### config.mk
export PLATFORM = sky130hd
export DESIGN_NAME = pong_ball_ctrl
export DESIGN_NICKNAME = d
export VERILOG_FILES = /design/src/rtl/pong_ball_ctrl.sv
export SDC_FILE = /design/constraint.sdc
export NUM_CORES = 1
export LEC_CHECK = 0
export ABC_AREA = 1
export BUFFER_PORTS_ARGS = -buffer_cell sky130_fd_sc_hd__buf_4
export CAP_MARGIN = 5
export CELL_PAD_IN_SITES_DETAIL_PLACEMENT = 1
export CELL_PAD_IN_SITES_GLOBAL_PLACEMENT = 2
export CORE_MARGIN = 8
export CORE_UTILIZATION = 29
export CTS_BUF_LIST = sky130_fd_sc_hd__clkbuf_2
export DETAILED_ROUTE_END_ITERATION = 8
export GPL_TIMING_DRIVEN = 0
export PLACE_DENSITY = 0.9
export SETUP_SLACK_MARGIN = 0.3
export SYNTH_ARGS = -nofsm -noshare
export SYNTH_HDL_FRONTEND = slang
export SYNTH_SLANG_ARGS = --single-unit
### constraint.sdc
create_clock -name clk -period 2.4 [get_ports clk]
set_clock_uncertainty 0.05 [all_clocks]
set_input_delay 0.12 -clock clk [delete_from_list [all_inputs] [get_ports clk]]
set_output_delay 0.12 -clock clk [all_outputs]
set_load 0.005 [all_outputs]
### src/rtl/pong_ball_ctrl.sv
// pong_ball_ctrl
//   Ball motion controller for the pong datapath. Owns the ball position and
//   the two direction bits. The ball advances once per frame tick, bounces off
//   the top and bottom walls, and is returned by the paddles. A miss scores a
//   point. The block sequences the serve, play, point-hold and game-over phases.
//
// Ports
//   clk            system clock
//   reset          synchronous active-high reset
//   in_frame_tick  one-cycle pulse per video frame
//   in_serve       serve / restart request (level or pulse)
//   in_paddle_l_y  left paddle top y
//   in_paddle_r_y  right paddle top y
//   out_ball_x/y   ball left x / top y
//   out_dir_x      0 = moving right (+x), 1 = moving left (-x)
//   out_dir_y      0 = moving down (+y), 1 = moving up (-y)
//   out_score_l/r  player scores, saturating at 15
//   out_point      one-cycle pulse when a point is awarded
//   out_state      0 IDLE, 1 MOVE, 2 SCORED, 3 OVER
//
// Build option
//   SPEEDUP_EN  when defined, each paddle hit adds one pixel to the step, up to
//               MAX_STEP. The step returns to STEP on every point.
//
// state  | meaning
// IDLE   | ball centred, waiting for serve
// MOVE   | ball in play, one move per frame tick
// SCORED | ball frozen for HOLD_FRAMES ticks after a point
// OVER   | a player reached WIN_SCORE, waiting for serve to restart

module pong_ball_ctrl #(
  parameter int SCREEN_W    = 640,
  parameter int SCREEN_H    = 480,
  parameter int BALL        = 8,
  parameter int PADDLE_H    = 64,
  parameter int PADDLE_W    = 8,
  parameter int PL_X        = 16,
  parameter int PR_X        = 616,
  parameter int STEP        = 2,
  parameter int HOLD_FRAMES = 60,
  parameter int WIN_SCORE   = 9,
  parameter int MAX_STEP    = 6
) (
  input  logic       clk,
  input  logic       reset,
  input  logic       in_frame_tick,
  input  logic       in_serve,
  input  logic [9:0] in_paddle_l_y,
  input  logic [9:0] in_paddle_r_y,
  output logic [9:0] out_ball_x,
  output logic [9:0] out_ball_y,
  output logic       out_dir_x,
  output logic       out_dir_y,
  output logic [3:0] out_score_l,
  output logic [3:0] out_score_r,
  output logic       out_point,
  output logic [1:0] out_state
);

  localparam int X_C    = (SCREEN_W - BALL) / 2;
  localparam int Y_C    = (SCREEN_H - BALL) / 2;
  localparam int Y_MAX  = SCREEN_H - BALL;
  localparam int X_R    = PR_X - BALL;
  localparam int X_L    = PL_X + PADDLE_W;
  localparam int STEP_W = $clog2(MAX_STEP + 1);
  localparam int HOLD_W = $clog2(HOLD_FRAMES + 1);

  typedef enum logic [1:0] {
    S_IDLE   = 2'd0,
    S_MOVE   = 2'd1,
    S_SCORED = 2'd2,
    S_OVER   = 2'd3
  } state_t;

  state_t            state_q, state_d;
  logic [9:0]        ball_x_q, ball_x_d, ball_y_q, ball_y_d;
  logic              dir_x_q, dir_x_d, dir_y_q, dir_y_d;
  logic [3:0]        score_l_q, score_l_d, score_r_q, score_r_d;
  logic              point_q, point_d;
  logic [HOLD_W-1:0] hold_q, hold_d;
  logic [STEP_W-1:0] step;

  // Candidate next position for a move tick, all in 11-bit unsigned space.
  logic [10:0] x_ext, y_ext, step_ext;
  logic [9:0]  x_nxt, y_nxt;
  logic        dir_x_nxt, dir_y_nxt;
  logic        miss_l, miss_r;
  logic        overlap_l, overlap_r;

  always_comb begin
    x_ext    = {1'b0, ball_x_q};
    y_ext    = {1'b0, ball_y_q};
    step_ext = 11'(step);

    // Paddle overlap uses the y before this tick's update.
    overlap_l = (11'(in_paddle_l_y) < y_ext + 11'(BALL)) &&
                (y_ext < 11'(in_paddle_l_y) + 11'(PADDLE_H));
    overlap_r = (11'(in_paddle_r_y) < y_ext + 11'(BALL)) &&
                (y_ext < 11'(in_paddle_r_y) + 11'(PADDLE_H));

    y_nxt     = ball_y_q;
    dir_y_nxt = dir_y_q;
    if (!dir_y_q) begin
      if (y_ext + step_ext >= 11'(Y_MAX)) begin
        y_nxt     = 10'(Y_MAX);
        dir_y_nxt = 1'b1;
      end else begin
        y_nxt = 10'(y_ext + step_ext);
      end
    end else begin
      if (y_ext <= step_ext) begin
        y_nxt     = '0;
        dir_y_nxt = 1'b0;
      end else begin
        y_nxt = 10'(y_ext - step_ext);
      end
    end

    x_nxt     = ball_x_q;
    dir_x_nxt = dir_x_q;
    miss_l    = 1'b0;
    miss_r    = 1'b0;
    if (!dir_x_q) begin
      if (x_ext + step_ext >= 11'(X_R)) begin
        x_nxt = 10'(X_R);
        if (overlap_r) dir_x_nxt = 1'b1;
        else           miss_r    = 1'b1;
      end else begin
        x_nxt = 10'(x_ext + step_ext);
      end
    end else begin
      if (x_ext <= 11'(X_L) + step_ext) begin
        x_nxt = 10'(X_L);
        if (overlap_l) dir_x_nxt = 1'b0;
        else           miss_l    = 1'b1;
      end else begin
        x_nxt = 10'(x_ext - step_ext);
      end
    end
  end

  always_comb begin
    state_d   = state_q;
    ball_x_d  = ball_x_q;
    ball_y_d  = ball_y_q;
    dir_x_d   = dir_x_q;
    dir_y_d   = dir_y_q;
    score_l_d = score_l_q;
    score_r_d = score_r_q;
    point_d   = 1'b0;
    hold_d    = hold_q;

    case (state_q)
      S_IDLE: begin
        if (in_serve) state_d = S_MOVE;
      end
      S_MOVE: begin
        if (in_frame_tick) begin
          ball_x_d = x_nxt;
          ball_y_d = y_nxt;
          dir_x_d  = dir_x_nxt;
          dir_y_d  = dir_y_nxt;
          if (miss_r) score_l_d = (score_l_q == 4'hF) ? 4'hF : score_l_q + 4'd1;
          if (miss_l) score_r_d = (score_r_q == 4'hF) ? 4'hF : score_r_q + 4'd1;
          if (miss_l || miss_r) begin
            point_d = 1'b1;
            hold_d  = HOLD_W'(HOLD_FRAMES);
            state_d = S_SCORED;
          end
        end
      end
      S_SCORED: begin
        if (in_frame_tick) begin
          if (hold_q <= HOLD_W'(1)) begin
            hold_d = '0;
            if (score_l_q == 4'(WIN_SCORE) || score_r_q == 4'(WIN_SCORE)) begin
              state_d = S_OVER;
            end else begin
              state_d  = S_IDLE;
              ball_x_d = 10'(X_C);
              ball_y_d = 10'(Y_C);
            end
          end else begin
            hold_d = hold_q - HOLD_W'(1);
          end
        end
      end
      S_OVER: begin
        if (in_serve) begin
          state_d   = S_IDLE;
          score_l_d = '0;
          score_r_d = '0;
          ball_x_d  = 10'(X_C);
          ball_y_d  = 10'(Y_C);
          dir_x_d   = 1'b0;
          dir_y_d   = 1'b0;
        end
      end
      default: state_d = S_IDLE;
    endcase
  end

  always_ff @(posedge clk) begin
    if (reset) begin
      state_q   <= S_IDLE;
      ball_x_q  <= 10'(X_C);
      ball_y_q  <= 10'(Y_C);
      dir_x_q   <= 1'b0;
      dir_y_q   <= 1'b0;
      score_l_q <= '0;
      score_r_q <= '0;
      point_q   <= 1'b0;
      hold_q    <= '0;
    end else begin
      state_q   <= state_d;
      ball_x_q  <= ball_x_d;
      ball_y_q  <= ball_y_d;
      dir_x_q   <= dir_x_d;
      dir_y_q   <= dir_y_d;
      score_l_q <= score_l_d;
      score_r_q <= score_r_d;
      point_q   <= point_d;
      hold_q    <= hold_d;
    end
  end

`ifdef SPEEDUP_EN
  logic [STEP_W-1:0] step_q, step_d;

  // A paddle hit is the only event that flips dir_x during a move tick.
  always_comb begin
    step_d = step_q;
    if (state_q == S_MOVE && in_frame_tick) begin
      if (miss_l || miss_r)
        step_d = STEP_W'(STEP);
      else if (dir_x_nxt != dir_x_q)
        step_d = (step_q >= STEP_W'(MAX_STEP)) ? STEP_W'(MAX_STEP) : step_q + STEP_W'(1);
    end
  end

  always_ff @(posedge clk) begin
    if (reset) step_q <= STEP_W'(STEP);
    else       step_q <= step_d;
  end

  assign step = step_q;
`else
  assign step = STEP_W'(STEP);
`endif

  assign out_ball_x  = ball_x_q;
  assign out_ball_y  = ball_y_q;
  assign out_dir_x   = dir_x_q;
  assign out_dir_y   = dir_y_q;
  assign out_score_l = score_l_q;
  assign out_score_r = score_r_q;
  assign out_point   = point_q;
  assign out_state   = state_q;

endmodule

==> results.yml <==
job:
  max_cap_violations: 0
floorplanning:
  die_y_um: 131.6
  row_count: 42
  chipWidth_um: 131.6
  core_sq_um: 13140
  boundaryPins: 57
  floorplan.initialDensity_pct: 29.51
  design.die.area_sq_um: 17330
sta:
  slew-limit-headroom_pct: 63.54
  postLayoutSetupSlackWorst_ns: -0.08611
  fmax_ghz: 0.4022
  setup-tns-final_ns: -0.9160
  timing.final.setup_violations: 15
  total_count_of_hold_check_failures_in_the_final_report: 0
  finalMaxSlewViolations: 0
  grt_setup_unrepaired: "true"
  hold_worst_slack_ns: 0.1189
  fin_crit_ns: 2.486
  period_share_pct: 103.6
  worstMarginPinSlew_ns: 0.5468
status:
  failing_checks: "negative setup slack"
  result_of_the_run: "complete, but fails checks"
worst_setup_path:
  worst-setup-path-type: "flip-flop to flip-flop"
  timing.critical_path.max_delay_family: "simple AND/OR/NAND/NOR gates"
  critical_path_cell_count: 19
  worst_path_largest_cell_delay_ns: 0.41
  timing.reg2reg.setup_slack_ns: -0.09
  worst-path-buf-inv: 3
  worst_r2r_startpoint: "out_ball_y[5]"
  critical_path.slowest_cell: "dfxtp_4"
  critPathRequiredTime_ns: 2.66
  crit_path_arrival_time_ns: 2.75
  ff2ff_path_depth: 19
  critical_path.endpoint_type: "flip-flop"
  crit_path_end: "hold_q[3]"
  crit_path_max_fanout: 6
  startpoint_type: "flip-flop"
  crit-reg2reg-capture: "hold_q[3]"
  sequence_of_cells_on_the_critical_path: "inv_1, nand2_4, nand2_4, ha_4, nand2_4, inv_2, a21oi_2, nand2_2, nand2_1, nand3_1, nand2_1, nand2_2, nand2_2, nand2_2, nand2_4, nand3_4, buf_8, a21oi_2, nor2_1"
  crit_start: "out_ball_y[5]"
clock_network:
  cts_hold_buf: 0
  cts.htree.levels: 2
  clk_pin_slew_ns: 0.20
  clock_network_latency_to_the_later_pin_of_the_worst_skew_pair_ns: 0.39
  cts-root-buf: "clkbuf_2"
  clockBufferDepth: 2
  clkSinkCount: 37
  cts_tree: "done"
  numCtsBuffers: 5
logic_synthesis:
  ys.warnings.count: 0
  synth_xor_xnor_area_share_pct: 5.421
  postSynth.asyncResetShare_pct: 0
  synth_ff_type: "dfxtp_1"
  yosys-mux-area-fraction_pct: 0
  post_synth_fa_ha_maj_area_fraction_pct: 16.13
  synth_top_area_share_pct: 19.10
  synth_compound_area_share_pct: 16.33
  synth_area_leaders: "dfxtp_1 (19%), ha_1 (16%), nand2_1 (14%)"
  number_of_synthesized_flops_with_an_enable_pin: 0
  postSynthAreaPerCell_sq_um: 6.561
  ys_ff_latch: 37
  share_of_the_yosys_chip_area_belonging_to_registers_pct: 19.10
  yosys.area.top_type: "dfxtp_1"
  netlist_instances: 591
  synth_cell_type_count: 42
  largest_family_of_logic_cells_by_synthesized_area: "simple AND/OR/NAND/NOR gates"
  synth.cell_area_sq_um: 3877
  yosys.area_share.simple_pct: 32.72
pwr:
  vdd.ir_drop.worst_uv: 272.0
  swShare_pct: 50.47
  power.sequential.fraction_pct: 25.3
  p_per_area_nw_per_um2: 634.7
  post-layout-total-power_w: 0.003440
  p_leak_nw: 2.492
  power.share.clock_pct: 8.4
  pint_w: 0.001704
  p_sw_w: 0.001736
  pwr-share-comb_pct: 66.3
detailed_routing:
  drt_pass1_iterations: 4
  detailedRoute.firstIterationViolations: 220
  dr_wl_met2_um: 7404
  via_density_per_instance: 5.050
  route.vias.total: 4373
  routed_wire_length_per_instance_um: 16.58
  route.layer.met1.wl_um: 6190
  routed-wl-met3_um: 582
  routed.top_layer: "met4"
  wirelength_um: 14360
  detail-route-antenna-nets: 0
  post-route-drc-count: 0
grt:
  grt_overflow_total: 0
  grt_usage_pct: 15.13
  grt_antenna_before_repair: 0
  grt_start_max_net_pins: 12
  via_count_of_the_first_global_routing_pass: 4535
  global_route_wire_length_before_repair_um: 22170
cells_and_area:
  n_antenna_cell: 0
  layout-area-overhead-vs-synth_pct: 39.75
  post_route_cells_drive_above_1_share_pct: 34.93
  final_cell_mix: "nand2_1 (117), buf_4 (83), inv_1 (68)"
  final_net_count: 763
  final_core_utilization_pct: 41.25
  layout_commonest_cell: "nand2_1"
worst_hold_path:
  min-delay-path-class: "primary input to flip-flop"
  hp-start: "reset"
placed_design:
  placement.io_buffers: 53
  gpl.final_weighted_congestion: 0.8434
  place_hpwl_um: 10260
-- sequential cells by signal (all words and copies together) (netlist names) --
| signal | flops |
|---|---|
| out_point | 1 |
| out_state | 2 |
| out_dir_y | 1 |
| out_dir_x | 1 |
| out_ball_y | 9 |
| out_score_r | 4 |
| hold_q | 6 |
| out_ball_x | 9 |
| out_score_l | 4 |
-- power by group through the flow --
stage / clock network [W] / logic, W / registers [W]
5_1_grt: 0.000323 / 0.00249 / 0.000886
3_3_place_gp: 0 / 0.00165 / 0.000869
2_1_floorplan: 0 / 0.00120 / 0.000833
4_1_cts: 0.000299 / 0.00201 / 0.000858
6_report: 0.000289 / 0.00228 / 0.000870
3_5_place_dp: 0 / 0.00172 / 0.000875
-- cells in the mapped netlist, drive strengths merged, types with 7 or more instances --
cell,n
nand3,53
xor2,19
a21oi,51
o211ai,7
o21ai,28
dfxtp,37
nor2,48
inv,78
buf,11
nand2,153
ha,50
-- worst min path at each step --
stage,endpoint,cells after the start
6_report,out_score_l[3],2
5_1_grt,out_score_l[3],2
3_5_place_dp,hold_q[1],2
2_1_floorplan,out_point,0
3_3_place_gp,hold_q[1],2
4_1_cts,out_score_l[3],2
-- layout make-up --
cell class                      count  area, sq um
Tap cell                          176        220.2
Multi-Input combinational cell    461         3233
Inverter                           78        309.0
Timing Repair Buffer               90        725.7
Clock inverter                      3        12.51
Clock buffer                        5        25.02
Buffer                             16        116.4
Fill cell                        1663         7719
Sequential cell                    37        777.0
-- cells by family (layout without fill, tap and decap cells) --
kind of cell,after synthesis,count (layout)
AND/OR/NAND/NOR,276,276
AO/OA/AOI/OAI,109,109
buffers and inverters,94,192
adder cells (fa/ha/maj),50,50
flip-flops,37,37
XOR/XNOR,24,24
other,1,2
-- per-stage QoR --
stage	cell area, sq um	setup WS [ns]	cells
2_1_floorplan	3953	0.1620	592
4_1_cts	5009	-0.1210	850
3_5_place_dp	4571	-0.3557	821
5_1_grt	5419	-0.2507	866
3_3_place_gp	4571	-0.2587	821
6_report	5419	-0.08611	866
-- what timing repair did --
| item | 4_1_cts | 5_1_grt |
|---|---|---|
| buffers inserted | 20 | 16 |
| pin swaps | 33 | 47 |
| gates resized for setup | 65 | 80 |
| cloned | 1 | 0 |
| endpoints found under the setup margin | 36 | 37 |
-- per-layer routing --
layer | vias to the layer above | track usage, %
li1 | 2148 | -
met1 | 2118 | 17.92
met2 | 90 | 27.70
met3 | 17 | 1.982
met4 | 0 | 4.467
met5 | - | 0
Note: power is estimated with default switching activity, not from simulation.
